===== src/rtl/piso_serializer.sv =====
// Parallel-in/serial-out stage with valid/ready intake.
// Registered serial bit, bit_valid and last_bit; gapless back-to-back words.
module piso_serializer #(
    parameter int WIDTH     = 8,
    parameter bit MSB_FIRST = 1'b1,
    parameter bit IDLE_BIT  = 1'b0
) (
    input  logic             clk,
    input  logic             rst_n,
    input  logic             in_valid,
    output logic             in_ready,
    input  logic [WIDTH-1:0] in_data,
    output logic             ser_out,
    output logic             bit_valid,
    output logic             last_bit,
    output logic             busy
);

    localparam int CW = $clog2(WIDTH);
    localparam logic [CW-1:0] CNT_MAX = CW'(WIDTH - 1);

    typedef enum logic [1:0] {
        IDLE  = 2'b00,
        SHIFT = 2'b01
    } state_t;

    state_t           state_q, state_d;
    logic [WIDTH-1:0] sreg_q, sreg_d;
    logic [CW-1:0]    cnt_q, cnt_d;
    logic             at_last;
    logic             accept;
    logic             ser_d;

    assign at_last  = (state_q == SHIFT) && (cnt_q == CNT_MAX);
    assign in_ready = (state_q == IDLE) || at_last;
    assign accept   = in_valid && in_ready;
    assign busy     = (state_q == SHIFT);

    always_comb begin
        state_d = state_q;
        sreg_d  = sreg_q;
        cnt_d   = cnt_q;
        unique case (state_q)
            IDLE: begin
                if (accept) begin
                    state_d = SHIFT;
                    sreg_d  = in_data;
                    cnt_d   = '0;
                end
            end
            SHIFT: begin
                if (!at_last) begin
                    cnt_d  = cnt_q + 1'b1;
                    sreg_d = MSB_FIRST ? {sreg_q[WIDTH-2:0], 1'b0}
                                       : {1'b0, sreg_q[WIDTH-1:1]};
                end else if (accept) begin
                    sreg_d = in_data;
                    cnt_d  = '0;
                end else begin
                    state_d = IDLE;
                    sreg_d  = '0;
                    cnt_d   = '0;
                end
            end
            default: begin
                state_d = IDLE;
                sreg_d  = '0;
                cnt_d   = '0;
            end
        endcase
    end

    // Outputs are registered from the next-state view so they align with cnt_q
    always_comb begin
        ser_d = IDLE_BIT;
        if (state_d == SHIFT)
            ser_d = MSB_FIRST ? sreg_d[WIDTH-1] : sreg_d[0];
    end

    always_ff @(posedge clk or negedge rst_n) begin
        if (!rst_n) begin
            state_q   <= IDLE;
            sreg_q    <= '0;
            cnt_q     <= '0;
            ser_out   <= IDLE_BIT;
            bit_valid <= 1'b0;
            last_bit  <= 1'b0;
        end else begin
            state_q   <= state_d;
            sreg_q    <= sreg_d;
            cnt_q     <= cnt_d;
            ser_out   <= ser_d;
            bit_valid <= (state_d == SHIFT);
            last_bit  <= (state_d == SHIFT) && (cnt_d == CNT_MAX);
        end
    end

endmodule

===== config.mk =====
export PLATFORM = sky130hd
export DESIGN_NAME = piso_serializer
export DESIGN_NICKNAME = d
export VERILOG_FILES = /design/src/rtl/piso_serializer.sv
export SDC_FILE = /design/constraint.sdc
export NUM_CORES = 1
export LEC_CHECK = 0
export ABC_AREA = 1
export CAP_MARGIN = 25
export CORE_MARGIN = 4
export CORE_UTILIZATION = 45
export DETAILED_ROUTE_END_ITERATION = 10
export HOLD_SLACK_MARGIN = 0.1
export PLACE_DENSITY = 0.76
export SLEW_MARGIN = 20
export SYNTH_ARGS = -nofsm -noshare
export SYNTH_HDL_FRONTEND = slang
export SYNTH_SLANG_ARGS = --single-unit

===== constraint.sdc =====
create_clock -name clk -period 4.61 [get_ports clk]
set_clock_uncertainty 0.1 [all_clocks]
set_input_delay 0.461 -clock clk [delete_from_list [all_inputs] [get_ports clk]]
set_output_delay 0.461 -clock clk [all_outputs]
set_load 0.02 [all_outputs]

Word-level counts from Yosys, hierarchy flattened
Index checks and enable logic that the tools add are counted.
W data, S select, Z words.
{ "word_totals": {"out_inout_bits": 5, "reg_bits": 16, "inputBits": 11} }
{ "classes": {"n_eq_ne": 5, "n_mux": 12, "reduce_logical": 5, "addsub": 1} }
{ "op_table": {"columns": ["cell", "count"], "rows": [
  ["$mux W8", 3],
  ["$pmux W8 S2", 1],
  ["$eq A3 B3 Y1 const B", 2],
  ["$mux W2", 3],
  ["$mux W3", 2],
  ["$pmux W3 S2", 1],
  ["$eq A2 B1 Y1 const B", 2],
  ["$pmux W2 S2", 1],
  ["$add A3 B1 Y3 const B", 1],
  ["$logic_and A1 B1 Y1", 3],
  ["$logic_not A2 Y1", 1],
  ["$ne A2 B2 Y1 const B", 1],
  ["$logic_or A1 B1 Y1", 1],
  ["$mux W1", 1]
]} }

Depth between registers and ports, before layout
{ "depth": {"ltp_word": 9, "mapped_depth": 8} }

Least setup slack after synthesis
OpenSTA, ideal clock, no wires.
{ "synth_timing": {"kind": "reg2out", "start": "register cnt_q[0]", "end": "output port in_ready", "arrival_time_ns": 1.156, "required_time_ns": 4.049, "path_buffers": 0, "path_stages_with_launch": 5, "path_slack_ns": 2.893, "path_cell_list": "dfrtp_1 > ha_1 > ha_1 > inv_4 > a21oi_1"} }
{ "synth_between": {"elab_chain_cells": 3} }
{ "synth_rtl": {"columns": ["element", "line_no", "rtl"], "rows": [
  ["start: declaration", "29", "logic [CW-1:0] cnt_q, cnt_d;"],
  ["start signal: assignment", "91", "cnt_q <= cnt_d;"],
  ["$eq A3 B3 Y1", "34", "assign at_last = (state_q == SHIFT) && (cnt_q == CNT_MAX);"],
  ["$logic_and A1 B1 Y1", "34", null],
  ["$logic_or A1 B1 Y1", "35", "assign in_ready = (state_q == IDLE) || at_last;"],
  ["end: declaration", "11", "output logic in_ready,"]
]} }
No other way between the ends.

Final worst setup path
Same ends and word-level chain as after synthesis.

==> results.txt <==
The post-CTS setup-driven buffer insertion count is 0. The HPWL reported at the end of detailed placement came out at 1170 µm. The worst-skew pair later-pin latency is 290 ps. The overall die area is 2680 µm². The final global-route overflow total is 0. The flip-flop and latch count after synthesis is 16. The total of warnings raised by yosys came out at 0. The number of global-route vias before repair is 642. The final critical-path required period is 2540 ps. The number of remaining DRC errors came out at 0.

At the worst endpoint, the required time is 4050 ps. Adding up every negative setup slack in the final design gives 0 ps. Synthesis instantiated 21 different standard cells from the library.

The routed length on met2 is 793 µm. The number of instances in the synthesized netlist came out at 104. The wire length after detailed routing came out at 1560 µm.

The clock network burns 31.3% of the power. The first TritonRoute pass finished after 4 iterations. The number of antenna violations at the first check in global routing is 0. The worst setup path is of the reg -> out kind. The vertical die dimension is 51.8 µm. Global routing consumed, over all layers together, 13.6% of the routing resources.

After layout, the worst path uses 55.1% of the clock period. Routability-driven placement finished with a final weighted congestion of 0.750. In this run the deepest clock path goes through 2 buffers. The number of placed instances, taps included came out at 142.

The routed length per instance came out at 10.7 µm. Power spread over the standard cell area amounts to 279 nW/µm². The average via count per standard cell came out at 4.67. The slew at the pin with the worst max-slew slack came out at 715 ps. For this design, the slowest cell found on the critical path is clkdlybuf4s50_1. The clock tree root driver cell is clkbuf_4. The H-tree depth is 1. The internal cell power came out at 218 µW. After clock tree synthesis, the clock-pin slew on the worst setup and hold paths is 90 ps. After the first detailed-routing iteration, the DRC count stood at 17. The initial cell density of the core is 48.9%.

The total core area is 1760 µm². The x dimension of the die came out at 51.8 µm. The fraction of power consumed by sequential logic is 53.2%. The synthesized area per cell came out at 8.29 µm². The headroom to the max-slew limit is 52.2%.

The area growth from synthesis to layout is 23.1%. Setup violations remaining at the end of the flow were counted as 0. In this design, the critical path's most frequently occurring cell is ha_1. The detailed router put a total of 635 µm of wire on met1. The antenna cell count came out at 0. The max-slew violation total from the final report came out at 0.

The type of the most critical hold path is reg -> reg. 16 I/O pins were placed. The signal on the critical path passes through ha_1 -> ha_1 -> inv_4 -> a21oi_1 -> clkdlybuf4s50_1. The cts-stage hold buffer count is 0. The worst setup slack before clock tree synthesis came out at 2390 ps. The final core area utilization is 60.1%. The netlist area before placement is 862 µm². Of all nets on the critical path, the largest fanout is 10.

The detailed router used layers up to and including met4. The total CTS buffers came out at 3. The first global-routing pass estimated 2680 µm of wire. The total of buffers placed on input and output ports is 15.

The fraction of final layout cells sized beyond drive strength 1 came out at 15.7%. TritonCTS built the clock tree. The flow ran to the end, and the final reports show no timing, DRC or antenna violations. The final antenna-violating net count is 0. Counting every sink on the clock net gives 16. STA classifies the critical path endpoint as an output port.

Across the VDD grid, the largest voltage drop is 0.000224 V. Setup repair after global routing left no endpoint under its margin. Fill cells in the final layout number 182.

The final-stage net count is 135. The number of gates given a new drive strength after cts is 0. The total number of vias is 682. The net switching power came out at 77.2 µW. For the worst setup path, the data arrival time is 1980 ps.

STA classifies the critical path startpoint as a flip-flop. The number of nets in the synthesized netlist is 117. For this run, the register share of the synthesized area comes to 46.4%.

The site row count came out at 15. The reported max-cap violation count came out at 0. The maximum number of pins on one net before global-route repair is 17.

The final cell count without fillers came out at 146. Detailed routing placed a total of 109 µm of wire on met3. Combinational cells account for 15.5% of the total power. The static power due to leakage came out at 0.000559 µW. The achievable clock frequency came out at 394 MHz. The maximum single-stage delay on the critical path came out at 620 ps.

Net switching is 26.1% of the power. The least setup slack across all paths after layout came out at 2070 ps. The cell area reported after detailed placement is 1020 µm². The finished cells cover 1060 µm². The number of hold-slack violations in the final timing report is 0.
==> cell usage after synthesis <==
cell	count	area [µm²]
nand2_2	1	6.26
nand4_1	7	43.8
inv_4	2	12.5
nor2_1	28	105
inv_2	2	7.51
nor3_1	1	5.00
buf_4	1	7.51
inv_1	15	56.3
ha_1	2	25.0
nand3_4	1	17.5
nor2_4	2	22.5
dfrtp_1	16	400
conb_1	1	3.75
nor2_2	3	18.8
nand3_1	2	10.0
a22oi_2	1	12.5
o21ai_1	2	10.0
nand2_4	3	33.8
buf_6	1	11.3
nand2_1	10	37.5
a21oi_1	3	15.0
==> kinds of logic after synthesis <==
kind of cell             Yosys count  synth area share (%)
AND/OR/NAND/NOR                   58                  34.8
buffers and inverters             21                  11.0
flip-flops                        16                  46.4
AO/OA/AOI/OAI                      6                  4.35
adder cells (fa/ha/maj)            2                  2.90
other                              1                 0.435
==> layout by cell type (no fill, tap or decap), types with 2 or more instances in the layout <==
| cell type | Yosys | final |
|---|---|---|
| a21oi_1 | 3 | 3 |
| clkbuf_4 | 0 | 3 |
| clkdlybuf4s50_1 | 0 | 15 |
| dfrtp_1 | 16 | 16 |
| ha_1 | 2 | 2 |
| inv_1 | 15 | 15 |
| inv_2 | 2 | 2 |
| inv_4 | 2 | 2 |
| nand2_1 | 10 | 10 |
| nand2_4 | 3 | 3 |
| nand3_1 | 2 | 2 |
| nand4_1 | 7 | 7 |
| nor2_1 | 28 | 28 |
| nor2_2 | 3 | 3 |
| nor2_4 | 2 | 2 |
| o21ai_1 | 2 | 2 |
==> final cells by class <==
cell class | instances | area (µm²) | area share, %
Multi-Input combinational cell | 67 | 367 | 34.6
Sequential cell | 16 | 400 | 37.7
Tap cell | 25 | 31.3 | 2.95
Inverter | 19 | 76.3 | 7.19
Timing Repair Buffer | 15 | 150 | 14.2
Clock buffer | 4 | 36.3 | 3.42
==> routing by layer <==
layer | vias up | GRT usage, %
met4 | 0 | 3.93
met2 | 16 | 23.7
met5 | - | 0
met3 | 2 | 5.73
met1 | 311 | 15.1
li1 | 353 | -
==> metrics by stage <==
stage / hold WS (ps) / total power [µW]
after floorplan: 65.4 / 187
after global placement: 390 / 205
after detailed placement: 406 / 207
after CTS: 428 / 300
after global routing: 450 / 311
final: 420 / 296
==> final timing paths <==
check                                       from                    end  cells past startpoint  slack, ps
setup / recovery              cnt_q[0]$_DFF_PN0_               in_ready                      5       2070
hold / removal             sreg_q[1]$_DFFE_PN0P_  sreg_q[1]$_DFFE_PN0P_                      2        420
setup reg to reg              cnt_q[0]$_DFF_PN0_      ser_out$_DFF_PN0_                      8       2890
hold reg to reg            sreg_q[1]$_DFFE_PN0P_  sreg_q[1]$_DFFE_PN0P_                      2        420
max in group asynchronous                  rst_n   state_q[0]$_DFF_PN0_                      1       3470
min in group asynchronous                  rst_n     last_bit$_DFF_PN0_                      1        490
==> registers in the layout, indices dropped and copies added, names as in the netlist <==
register   flops
last_bit       1
bit_valid      1
cnt_q          3
sreg_q         8
state_q        2
ser_out        1
==> worst max-delay path, delay by kind of cell (launching register included) <==
kind	cells	cell delay, ps
fa+ha+maj	2	430
compound gates	1	130
buf+inv	2	710
flops	1	420
==> power groups by stage <==
stage / sequential [µW] / combinational (µW) / clock (µW)
after floorplan: 158 / 28.9 / 0
after global placement: 160 / 45.2 / 0
after detailed placement: 160 / 46.6 / 0
after CTS: 157 / 46.9 / 95.7
after global routing: 158 / 52.2 / 100
final: 157 / 45.8 / 92.6
Power figures use the tool's default switching activity.
